**src/rtl/mbinit_repairval_pkg.sv**
```systemverilog
// Shared sideband message codes, LTSM timeout constants and request-tag helpers
// for the MBINIT.REPAIRVAL requester.
package mbinit_repairval_pkg;

    localparam logic [3:0] MSG_NONE        = 4'd0;
    localparam logic [3:0] MSG_INIT_REQ    = 4'd1;
    localparam logic [3:0] MSG_INIT_RESP   = 4'd2;
    localparam logic [3:0] MSG_RESULT_REQ  = 4'd3;
    localparam logic [3:0] MSG_RESULT_RESP = 4'd4;
    localparam logic [3:0] MSG_DONE_REQ    = 4'd5;
    localparam logic [3:0] MSG_DONE_RESP   = 4'd6;

    // 8 ms at 100 MHz
    localparam int LTSM_TIMEOUT_CYCLES = 800000;
    localparam int LTSM_CNT_W          = 20;

    localparam logic [1:0] TAG_INIT   = 2'd0;
    localparam logic [1:0] TAG_RESULT = 2'd1;
    localparam logic [1:0] TAG_DONE   = 2'd2;

    function automatic logic [3:0] resp_code(input logic [1:0] tag);
        case (tag)
            TAG_INIT:   resp_code = MSG_INIT_RESP;
            TAG_RESULT: resp_code = MSG_RESULT_RESP;
            TAG_DONE:   resp_code = MSG_DONE_RESP;
            default:    resp_code = MSG_NONE;
        endcase
    endfunction

endpackage

```
**src/rtl/mbinit_repairval.sv**
```systemverilog
// MBINIT.REPAIRVAL requester: sideband init/result/done handshakes, VALTRAIN run,
// partner-result evaluation with one redundant-valid repair; outputs registered from next state.
module mbinit_repairval
    import mbinit_repairval_pkg::*;
#(
    parameter int TIMEOUT_CYCLES = LTSM_TIMEOUT_CYCLES,
    parameter int CNT_W          = LTSM_CNT_W
) (
    input  logic       CLK,
    input  logic       rst_n,
    input  logic       i_REPAIRCLK_end,
    input  logic [3:0] i_Rx_SbMessage,
    input  logic       i_msg_valid,
    input  logic       i_Busy_SideBand,
    input  logic       i_falling_edge_busy,
    input  logic       i_ValPattern_done,
    input  logic       i_Repair_done,
    input  logic [1:0] i_REPAIRVAL_Result,
    output logic       o_ValPattern_En,
    output logic       o_ApplyRepair_En,
    output logic [3:0] o_TX_SbMessage,
    output logic       o_ValidOutData,
    output logic       o_REPAIRVAL_end,
    output logic       o_train_error_req
);

    localparam logic [3:0] ST_IDLE            = 4'd0;
    localparam logic [3:0] ST_INIT_REQ        = 4'd1;
    localparam logic [3:0] ST_RESULT_REQ      = 4'd2;
    localparam logic [3:0] ST_DONE_REQ        = 4'd3;
    localparam logic [3:0] ST_WAIT_RESP       = 4'd4;
    localparam logic [3:0] ST_VAL_PATTERN     = 4'd5;
    localparam logic [3:0] ST_CHK_BUSY_RESULT = 4'd6;
    localparam logic [3:0] ST_CHK_BUSY_DONE   = 4'd7;
    localparam logic [3:0] ST_CHECK_RESULT    = 4'd8;
    localparam logic [3:0] ST_APPLY_REPAIR    = 4'd9;
    localparam logic [3:0] ST_DONE            = 4'd10;
    localparam logic [3:0] ST_ERROR           = 4'd11;

    localparam logic [CNT_W-1:0] CNT_LAST = CNT_W'(TIMEOUT_CYCLES - 1);

    logic [3:0]       cs, ns;
    logic [1:0]       tag;
    logic             repaired;
    logic [CNT_W-1:0] cnt;
    logic             cs_req, cs_timed, timeout;
    logic             ns_req;
    logic [3:0]       ns_tx_code;

    assign cs_req   = (cs == ST_INIT_REQ) || (cs == ST_RESULT_REQ) || (cs == ST_DONE_REQ);
    assign cs_timed = cs_req || (cs == ST_WAIT_RESP);
    assign timeout  = cs_timed && (cnt >= CNT_LAST);
    assign ns_req   = (ns == ST_INIT_REQ) || (ns == ST_RESULT_REQ) || (ns == ST_DONE_REQ);

    always_comb begin
        ns = cs;
        case (cs)
            ST_IDLE:            if (i_REPAIRCLK_end && !i_Busy_SideBand) ns = ST_INIT_REQ;
            ST_INIT_REQ,
            ST_RESULT_REQ,
            ST_DONE_REQ:        if (i_falling_edge_busy) ns = ST_WAIT_RESP;
            ST_WAIT_RESP: begin
                if (i_msg_valid && (i_Rx_SbMessage == resp_code(tag))) begin
                    case (tag)
                        TAG_INIT:   ns = ST_VAL_PATTERN;
                        TAG_RESULT: ns = ST_CHECK_RESULT;
                        TAG_DONE:   ns = ST_DONE;
                        default:    ns = ST_IDLE;
                    endcase
                end
            end
            ST_VAL_PATTERN:     if (i_ValPattern_done) ns = ST_CHK_BUSY_RESULT;
            ST_CHK_BUSY_RESULT: if (!i_Busy_SideBand) ns = ST_RESULT_REQ;
            ST_CHK_BUSY_DONE:   if (!i_Busy_SideBand) ns = ST_DONE_REQ;
            ST_CHECK_RESULT: begin
                if (i_REPAIRVAL_Result[0])                   ns = ST_CHK_BUSY_DONE;
                else if (i_REPAIRVAL_Result[1] && !repaired) ns = ST_APPLY_REPAIR;
                else                                         ns = ST_ERROR;
            end
            ST_APPLY_REPAIR:    if (i_Repair_done) ns = ST_CHK_BUSY_DONE;
            ST_DONE, ST_ERROR:  ns = cs;
            default:            ns = ST_IDLE;
        endcase
        // Timeout overrides a same-cycle response; enable drop overrides everything.
        if (timeout)          ns = ST_ERROR;
        if (!i_REPAIRCLK_end) ns = ST_IDLE;
    end

    always_comb begin
        ns_tx_code = MSG_NONE;
        case (ns)
            ST_INIT_REQ:   ns_tx_code = MSG_INIT_REQ;
            ST_RESULT_REQ: ns_tx_code = MSG_RESULT_REQ;
            ST_DONE_REQ:   ns_tx_code = MSG_DONE_REQ;
            default:       ns_tx_code = MSG_NONE;
        endcase
    end

    always_ff @(posedge CLK or negedge rst_n) begin
        if (!rst_n) begin
            cs       <= ST_IDLE;
            tag      <= TAG_INIT;
            repaired <= 1'b0;
            cnt      <= '0;
        end else begin
            cs <= ns;
            if (ns == ST_WAIT_RESP && cs != ST_WAIT_RESP) begin
                case (cs)
                    ST_RESULT_REQ: tag <= TAG_RESULT;
                    ST_DONE_REQ:   tag <= TAG_DONE;
                    default:       tag <= TAG_INIT;
                endcase
            end
            if (cs == ST_IDLE)
                repaired <= 1'b0;
            else if (cs == ST_APPLY_REPAIR && ns == ST_CHK_BUSY_DONE)
                repaired <= 1'b1;
            if (ns_req && ns != cs)
                cnt <= '0;
            else if (cs_timed && cnt < CNT_LAST)
                cnt <= cnt + CNT_W'(1);
        end
    end

    always_ff @(posedge CLK or negedge rst_n) begin
        if (!rst_n) begin
            o_ValPattern_En   <= 1'b0;
            o_ApplyRepair_En  <= 1'b0;
            o_TX_SbMessage    <= MSG_NONE;
            o_ValidOutData    <= 1'b0;
            o_REPAIRVAL_end   <= 1'b0;
            o_train_error_req <= 1'b0;
        end else begin
            o_ValPattern_En   <= (ns == ST_VAL_PATTERN);
            o_ApplyRepair_En  <= (ns == ST_APPLY_REPAIR);
            o_TX_SbMessage    <= ns_tx_code;
            o_ValidOutData    <= ns_req;
            o_REPAIRVAL_end   <= (ns == ST_DONE);
            o_train_error_req <= (ns == ST_ERROR);
        end
    end

endmodule

```
**config.mk**
```make
export PLATFORM = sky130hd
export DESIGN_NAME = mbinit_repairval
export DESIGN_NICKNAME = d
export VERILOG_FILES = /design/src/rtl/mbinit_repairval_pkg.sv /design/src/rtl/mbinit_repairval.sv
export SDC_FILE = /design/constraint.sdc
export NUM_CORES = 1
export LEC_CHECK = 0
export BUFFER_PORTS_ARGS = -buffer_cell sky130_fd_sc_hd__buf_2
export CAP_MARGIN = 20
export CELL_PAD_IN_SITES_DETAIL_PLACEMENT = 2
export CELL_PAD_IN_SITES_GLOBAL_PLACEMENT = 2
export CORE_UTILIZATION = 40
export CTS_CLUSTER_DIAMETER = 80
export DETAILED_ROUTE_END_ITERATION = 10
export PLACE_DENSITY = 0.85
export SLEW_MARGIN = 20
export SYNTH_ARGS = -nofsm -noshare
export SYNTH_HDL_FRONTEND = slang
export SYNTH_SLANG_ARGS = --single-unit
```
**constraint.sdc**
```tcl
create_clock -name CLK -period 7 [get_ports CLK]
set_input_delay 0.35 -clock CLK [delete_from_list [all_inputs] [get_ports CLK]]
set_output_delay 0.35 -clock CLK [all_outputs]
set_load 0.05 [all_outputs]
```
==> results_dict.tcl, run 1 <==
set metrics [dict create \
    crit_arrival_ns 3.14 \
    die_x_um 76.4 \
    htree_num_levels 2 \
    antennaDiodeCount 0 \
    drt-total-wl_um 6180 \
    synth_enable_flop_cells 0 \
    cpPeakStageDelay_ns 0.48 \
    syn_to_final_growth_pct 10.6 \
    wl_per_cell_um 19.3 \
    viasPerCell 5.67 \
    die_h_um 76.4 \
    required_ns 7.18 \
    r2r_start "tag[1]" \
    p_clk_share_pct 21.2 \
    final_antenna_net_count 0 \
    fill_cells 581 \
    cts_buffers 5 \
    synthArstFlopShare_pct 100 \
    clk_pin_slew_ns 0.08 \
    drive_gt1_share_pct 26.4 \
    drt_iter0_drc 76 \
    combPwrFrac_pct 34.6 \
    cts_sinks 35 \
    netlist_instances 228 \
    synthesis.area_um2 2210 \
    grt_pass1_vias 2010 \
    critical_path.cell_chain "inv_1, ha_1, xor2_1, a2111oi_4, and3_1, o31ai_2, nand2_2, nor4_2, mux2_1" \
    antenna_found_initial 0 \
    vias 1815 \
    place.gp.congestion 0.775 \
    hold_viol_final 0 \
    place_hpwl_um 4310 \
    clk_root_buffer_cell "clkbuf_8" \
    syn_nets 247 \
    final_common_cell "dfrtp_1" \
    syn_avg_cell_area_um2 9.70 \
    cts_tree "done" \
    rr_endpoint "tag[1]" \
    yosys_register_bits 35 \
    ios 23 \
    p_leak_nw 1.02 \
    fmax_mhz 337 \
    dp.cells 312 \
    yosysSeqAreaShare_pct 39.6 \
    synth_cell_type_count 56 \
    p_seq_share_pct 44.2 \
    ir_drop_uv 131 \
    yosys_warnings 0 \
    firstDrtPassIters 4 \
    grt_pass1_wl_um 10600 \
    slew_violations 0 \
    final_cell_mix "dfrtp_1, a21oi_2, nor2_1, buf_2, xnor2_1" \
    totalPowerFinal_mw 0.733 \
    layout.cells.non_filler 320 \
    switchingPower_mw 0.305 \
    end_kind "flop" \
    fin_nets 268 \
    design_area_um2 2450 \
    grtUsageTotal_pct 23.4 \
    critPathLaunch "tag[1]" \
    outcome "finished, final reports clean" \
    dieArea_um2 5830 \
    synth_ff_type "dfrtp_1" \
    r2r_cells 9 \
    hp-class "primary input to asynchronous set/reset pin" \
    setup_viol 0 \
    cts_setup_buffers 0 \
    relSlewSlack_pct 43.6 \
    period_share_pct 42.4 \
    fin_worst_skew_ns 0.0105 \
    tightest_slew_ns 0.845 \
    fin_setup_tns_ns 0 \
    utilization_pct 47.0 \
    holdWs_ns 0.130 \
    switching_share_pct 41.6 \
    power_density_nw_per_um2 299 \
    period_needed_ns 2.97 \
    core.rowCount 26 \
    drc 0 \
    rrSetupSlack_ns 4.03 \
    io_buffers 21 \
    worstSetupPathType "flop to flop" \
    worstPathMaxFanout 5 \
    clk_path_buf_depth 2 \
    cp_slowest_cell "o31ai_2" \
    start_util_pct 42.5 \
    cts_resized 0 \
    p_int_mw 0.428 \
    drv_cap 0 \
    cts_hold_buf 0 \
    dp_slack_ns 4.07 \
    grt_max_degree 36 \
    rsz0062_at_grt "false" \
    cp-start-kind "flop" \
    overflow 0 \
    coreArea_um2 5200 \
    dpl_cell_area_um2 2350 \
    clk_latency_ns 0.30 \
    setup_ws_ns 4.03 \
]
## state kept, by name (all words and copies together) (netlist names)
signal,cells
o_ValPattern_En,1
o_TX_SbMessage,3
repaired,1
o_ValidOutData,1
o_train_error_req,1
tag,2
cs,4
o_ApplyRepair_En,1
o_REPAIRVAL_end,1
cnt,20
## cell families after synthesis
logic type	count (synthesis)	synth area share, %
AO/OA/AOI/OAI	58	22.2
XOR/XNOR	20	7.92
adder cells (fa/ha/maj)	5	2.83
buffers and inverters	25	5.71
flip-flops	35	39.6
multiplexers	4	1.87
other	1	0.170
AND/OR/NAND/NOR	80	19.7
## synthesized netlist by cell type, types with 3 or more instances
master / n / area [um^2]
a21oi_1: 3 / 15.0
a21oi_2: 22 / 193
and2_1: 4 / 25.0
and3_1: 4 / 25.0
buf_4: 4 / 30.0
dfrtp_1: 35 / 876
ha_1: 5 / 62.6
inv_1: 15 / 56.3
mux2i_1: 3 / 30.0
nand2_1: 14 / 52.6
nand2b_1: 5 / 31.3
nand3_1: 5 / 25.0
nand4_1: 3 / 18.8
nor2_1: 21 / 78.8
nor3_1: 5 / 25.0
nor4_1: 4 / 25.0
o211ai_1: 3 / 22.5
o21ai_0: 4 / 20.0
o21ai_1: 4 / 20.0
or2_2: 3 / 18.8
xnor2_1: 17 / 149
xor2_1: 3 / 26.3
## power groups by stage
| stage | combinational (mW) | sequential [mW] | clock [mW] |
|---|---|---|---|
| 3_3_place_gp | 0.235 | 0.319 | 0 |
| 3_5_place_dp | 0.251 | 0.326 | 0 |
| 5_1_grt | 0.280 | 0.334 | 0.169 |
| 6_report | 0.253 | 0.324 | 0.155 |
| 4_1_cts | 0.257 | 0.325 | 0.161 |
| 2_1_floorplan | 0.201 | 0.311 | 0 |
## worst max-delay path: cells and delay by family (launching register included)
| kind | cells | cell delay (ns) |
|---|---|---|
| DFF | 1 | 0.41 |
| and+or+nand+nor | 3 | 0.85 |
| adders and majority gates | 1 | 0.31 |
| buffers and inverters | 1 | 0.09 |
| muxes | 1 | 0.36 |
| xor gates and xnor gates | 1 | 0.27 |
| AOI/OAI and AO/OA | 2 | 0.57 |
## routing by layer
layer | routed length, um | track usage, % | up-vias
met5 | 0 | 0 | -
met4 | 120 | 8.46 | 0
met3 | 156 | 3.71 | 12
met2 | 3000 | 38.0 | 26
met1 | 2900 | 31.5 | 936
li1 | - | - | 841
## worst max path at each step
stage / slack [ns] / to / cells past startpoint
floorplan: 4.44 / tag[1] / 9
global placement: 4.17 / tag[1] / 9
detailed placement: 4.07 / tag[1] / 9
CTS: 4.02 / tag[1] / 9
global route: 3.87 / tag[1] / 9
finish: 4.03 / tag[1] / 9
## final cells by class
| cell class | instances | area, um^2 | area share [%] |
|---|---|---|---|
| Multi-Input combinational cell | 168 | 1210 | 49.4 |
| Sequential cell | 35 | 876 | 35.8 |
| Timing Repair Buffer | 23 | 120 | 4.91 |
| Tap cell | 70 | 87.6 | 3.58 |
| Clock buffer | 5 | 68.8 | 2.81 |
| Inverter | 16 | 60.1 | 2.45 |
| Clock inverter | 3 | 25.0 | 1.02 |
(Power assumes the default switching activity.)
==> run 2: changes to the inputs <==
CORE_UTILIZATION = 37   (was 40)
PLACE_DENSITY = 0.8   (was 0.85)
clock period = 2.92 ns   (was 7 ns; I/O delays follow)
==> run 2 against run 1 <==
Worst setup slack lost 3.9 ns. Highest routed layer unchanged. Total power grew to 2.5 times the previous value. Core utilization shrank 1.1 points. Maximum frequency grew 6.8%. Hold slack gained 0.28 ns. Cell count grew 3.4%. Critical path depth shrank 2. Via count grew 1.8%. Register-to-register slack lost 3.9 ns. Critical endpoint unchanged. Clock power grew to 2.9 times the previous value. Wire length grew 0.83%.
==> results_dict.tcl, run 2 (same netlist as run 1, synthesis figures left out) <==
set metrics [dict create \
    grtUsageTotal_pct 21.5 \
    utilization_pct 45.9 \
    drt-met1-wl_um 2930 \
    seq_area_um2 876 \
    core.rowCount 27 \
    io_buffers 21 \
    required_ns 3.09 \
    die_h_um 79.3 \
    clk_pin_slew_ns 0.08 \
    setup_viol 0 \
    drt_iter0_drc 39 \
    design_area_um2 2590 \
    hp-class "primary input to flop" \
    clk_root_buffer_cell "clkbuf_8" \
    fmax_mhz 360 \
    start_util_pct 39.2 \
    tightest_slew_ns 0.796 \
    cts_tree "done" \
    routed.top_layer "met4" \
    final_common_cell "dfrtp_1" \
    cts_setup_buffers 0 \
    period_share_pct 95.1 \
    overflow 0 \
    crit_arrival_ns 2.94 \
    htree_num_levels 2 \
    viasPerCell 5.58 \
    wl_per_cell_um 18.8 \
    final_antenna_net_count 0 \
    antennaDiodeCount 0 \
    cts_buffers 5 \
    period_needed_ns 2.78 \
    dpl_cell_area_um2 2440 \
    met3_wirelength_um 183 \
    firstDrtPassIters 4 \
    clk_path_buf_depth 2 \
    end_kind "flop" \
    die_x_um 79.3 \
    met2_length_um 2990 \
    slew_violations 0 \
    dp.cells 322 \
    largest_register_ffs 20 \
    top_register "cnt" \
    coreArea_um2 5640 \
    vias 1848 \
    drive_gt1_share_pct 29.0 \
    fill_cells 591 \
    antenna_found_initial 0 \
    cp-start-kind "flop" \
    grt_max_degree 36 \
    p_leak_nw 1.09 \
    ios 23 \
    place_hpwl_um 4310 \
    hold_viol_final 0 \
    ir_drop_uv 372 \
    clk_latency_ns 0.29 \
    power_density_nw_per_um2 719 \
    grt_pass1_wl_um 10300 \
    multi_input_area_um2 1230 \
    worstPathMaxFanout 12 \
    relSlewSlack_pct 46.9 \
    dieArea_um2 6290 \
    place.gp.congestion 0.821 \
    final_cell_mix "dfrtp_1, a21oi_2, nor2_1, buf_2, xnor2_1" \
    cts_sinks 35 \
    top_regs "cnt (20), cs (4), o_TX_SbMessage (3)" \
    outcome "finished, final reports clean" \
    drv_cap 0 \
    cpPeakStageDelay_ns 0.56 \
    cp_slowest_cell "dfrtp_1" \
    fin_setup_tns_ns 0 \
    grt_pass1_vias 1987 \
    worstSetupPathType "flop to flop" \
    layout.cells.non_filler 331 \
    syn_to_final_growth_pct 17.1 \
    fin_worst_skew_ns 0.00744 \
    fin_nets 277 \
    drc 0 \
    drt-total-wl_um 6230 \
    critical_path.cell_chain "nor4b_4, and2_1, a21bo_1, a32oi_2, nand2_1, nor4_2, mux2_1" \
]
==> run 2: final timing paths <==
path | start | to | slack [ns] | cells after the start
max in group asynchronous | rst_n | cnt[18] | 1.94 | 2
worst min register to register | cnt[13] | cnt[13] | 0.58 | 2
worst max register to register | cs[0] | tag[1] | 0.14 | 7
worst max-delay path | cs[0] | tag[1] | 0.14 | 7
min in group asynchronous | rst_n | cnt[12] | 0.48 | 2
worst min-delay path | i_REPAIRCLK_end | o_ValidOutData | 0.41 | 4
==> run 2: routing by layer <==
metal	up-vias	GRT usage, %
li1	858	-
met3	12	3.56
met2	36	35.2
met1	942	28.9
met4	0	6.73
met5	-	0
==> run 2: report_power, final <==
part           leakage, nW  switching, mW  total [mW]  internal (mW)
Sequential           0.470          0.149       0.767          0.618
Clock               0.0587          0.193       0.452          0.259
Combinational        0.560          0.376       0.643          0.267
Total                 1.09          0.718        1.86           1.14
==> run 2: layout make-up <==
type                            instances  area share [%]
Sequential cell                        35            33.8
Multi-Input combinational cell        168            47.6
Clock buffer                            5            2.66
Timing Repair Buffer                   32            8.31
Tap cell                               72            3.48
Inverter                               16            2.32
Clock inverter                          3            1.84
==> run 2: stage by stage <==
step / hold slack, ns / setup WS [ns] / power (mW)
after floorplan: -0.150 / 0.361 / 1.23
after global placement: 0.272 / 0.144 / 1.36
after detailed placement: 0.282 / 0.0616 / 1.41
after CTS: 0.422 / 0.00958 / 1.88
after global routing: 0.424 / -0.00733 / 1.98
final: 0.411 / 0.144 / 1.86
==> run 2: repair_timing <==
action | in CTS | in global routing
hold endpoints to repair | 35 | 0
hold buffers | 1 | 0
gates resized for setup | 0 | 3
setup endpoints to repair | 0 | 22
==> run 2: critical path, delay by kind of cell, from the launching register on <==
kind	cells	cell delay (ns)
simple gates	4	1.15
mux	1	0.37
flops	1	0.56
compound gates	2	0.56
==> run 3: changes to the inputs <==
ABC_CLOCK_PERIOD_IN_PS = 2400   (was default)
CORE_UTILIZATION = 34   (was 37)
PLACE_DENSITY = 0.77   (was 0.8)
clock period = 2.4 ns   (was 2.92 ns; I/O delays follow)
==> run 3 against run 2 <==
The run now ends with setup timing left. Sequential share of layout area fell by 5.9 points. Critical path depth rose by 4. Flip-flop and latch count unchanged. Clock power grew 6.6%. Worst setup slack lost 0.62 ns. Via count up 15%. Highest routed layer unchanged.
==> results_dict.tcl, run 3 (same netlist as run 1, synthesis figures left out) <==
set metrics [dict create \
    outcome "complete, but fails checks" \
    violations "setup timing" \
    combPwrFrac_pct 47.8 \
    clk_latency_ns 0.32 \
    coreArea_um2 6310 \
    switching_share_pct 42.8 \
    cts_buffers 5 \
    holdWs_ns 0.395 \
    clk_root_buffer_cell "clkbuf_8" \
    p_seq_share_pct 34.1 \
    top_register "cnt" \
    dieArea_um2 6830 \
    syn_to_final_growth_pct 42.0 \
    final_common_cell "buf_4" \
    critPathBufInv 3 \
    critical_path.cell_chain "inv_2, ha_4, or3_4, a2111oi_4, and3_4, o31a_1, a2111oi_2, o211ai_1, buf_4, clkbuf_16, a21oi_2" \
    grt_pass1_vias 2125 \
    drive_gt1_share_pct 48.5 \
    fin_setup_tns_ns -11.40 \
    p_clk_share_pct 18.1 \
    grtUsageTotal_pct 22.1 \
    die_x_um 82.7 \
    rsz0062_at_grt "true" \
    worstSetupPathType "flop to flop" \
    wl_per_cell_um 25.3 \
    p_int_mw 1.52 \
    period_share_pct 120 \
    ios 23 \
    core.rowCount 29 \
    worstPathMaxFanout 5 \
    place_hpwl_um 4810 \
    hold_viol_final 0 \
    grt_max_degree 36 \
    fin_nets 319 \
    cts_tree "done" \
    htree_num_levels 2 \
    drv_cap 0 \
    cts_sinks 35 \
    slew_violations 0 \
    cpPeakStageDelay_ns 0.48 \
    antennaDiodeCount 0 \
    fmax_mhz 347 \
    power_density_nw_per_um2 848 \
    ir_drop_uv 370 \
    top_regs "cnt (20), cs (4), o_TX_SbMessage (3)" \
    start_util_pct 35.0 \
    firstDrtPassIters 4 \
    drc 0 \
    hp-class "primary input to flop" \
    setup_viol 32 \
    viasPerCell 5.64 \
    overflow 0 \
    place.gp.congestion 0.770 \
    fin_worst_skew_ns 0.0204 \
    end_kind "flop" \
    design_area_um2 3140 \
    setup_ws_ns -0.478 \
    period_needed_ns 2.88 \
    largest_register_ffs 20 \
    drt_iter0_drc 89 \
    required_ns 2.58 \
    dp.cells 354 \
    p_leak_nw 1.33 \
    dpl_cell_area_um2 2680 \
    io_buffers 21 \
    grt_pass1_wl_um 11000 \
    final_antenna_net_count 0 \
    crit_arrival_ns 3.06 \
    die_h_um 82.7 \
    cp_slowest_cell "a2111oi_4" \
    cp_top_family "compound AO/OA/AOI/OAI gates" \
    switchingPower_mw 1.14 \
    tightest_slew_ns 0.849 \
    vias 2132 \
    clk_pin_slew_ns 0.10 \
    layout.cells.non_filler 378 \
    drt-total-wl_um 9550 \
    relSlewSlack_pct 43.4 \
    antenna_found_initial 0 \
    clk_path_buf_depth 2 \
    cp-start-kind "flop" \
    final_cell_mix "buf_4, dfrtp_1, buf_2" \
]
## run 3: changes by cell type in the layout (fill, tap and decap cells not counted), sizes merged
cell	previous run	this run
buf	31	71
bufinv	1	0
clkbuf	5	7
clkinv	1	0
clkinvlp	0	2
## run 3: what timing repair did
action	4_1_cts	5_1_grt
hold buffers	1	0
hold endpoints to repair	35	0
buffers inserted	1	11
pin swaps	0	29
resized for setup	14	39
endpoints found under the setup margin	31	32
cloned	1	3
## run 3: stage by stage
step | setup slack, ns | power (mW) | utilization (%)
after global placement | -0.219 | 1.82 | 42.4
after CTS | -0.304 | 2.45 | 45.6
after detailed placement | -0.289 | 1.88 | 42.4
final | -0.478 | 2.66 | 49.8
after global routing | -0.626 | 2.78 | 49.8
after floorplan | 0.00828 | 1.50 | -
## run 3: final timing paths
kind | startpoint | to | slack (ns) | depth (start not counted)
min in group asynchronous | rst_n | cnt[15] | 0.44 | 2
setup / recovery | tag[1] | cnt[19] | -0.48 | 11
hold reg to reg | cnt[13] | cnt[13] | 0.60 | 2
max in group asynchronous | rst_n | tag[1] | 1.37 | 2
hold / removal | i_REPAIRCLK_end | cs[2] | 0.40 | 4
setup reg to reg | tag[1] | cnt[19] | -0.48 | 11
## run 3: metal layers
layer / track usage (%) / wire length [um]
met5: 0 / 0
met4: 5.17 / 316
met3: 4.40 / 259
met2: 42.3 / 5300
met1: 24.7 / 3670
## run 3: worst register-to-register path, cell delays in order (launching register included)
cell and delay, ns:
dfrtp_2 0.43, inv_2 0.10, ha_4 0.18, or3_4 0.34, a2111oi_4 0.48, and3_4 0.30
o31a_1 0.21, a2111oi_2 0.06, o211ai_1 0.25, buf_4 0.19, clkbuf_16 0.16, a21oi_2 0.06
## run 3: power groups by stage
stage | sequential, mW | combinational, mW | clock [mW]
finish | 0.909 | 1.27 | 0.482
global route | 0.932 | 1.34 | 0.506
CTS | 0.893 | 1.09 | 0.468
detailed placement | 0.899 | 0.978 | 0
global placement | 0.888 | 0.935 | 0
floorplan | 0.906 | 0.596 | 0
## run 3: area by class of cell
cell class | count | area (um^2)
multi-input combinational | 168 | 1420
tap | 77 | 96.3
clock inverter | 3 | 23.8
sequential | 35 | 878
inverter | 16 | 70.1
fill | 663 | 3170
clock buffer | 5 | 68.8
timing repair buffer | 74 | 583
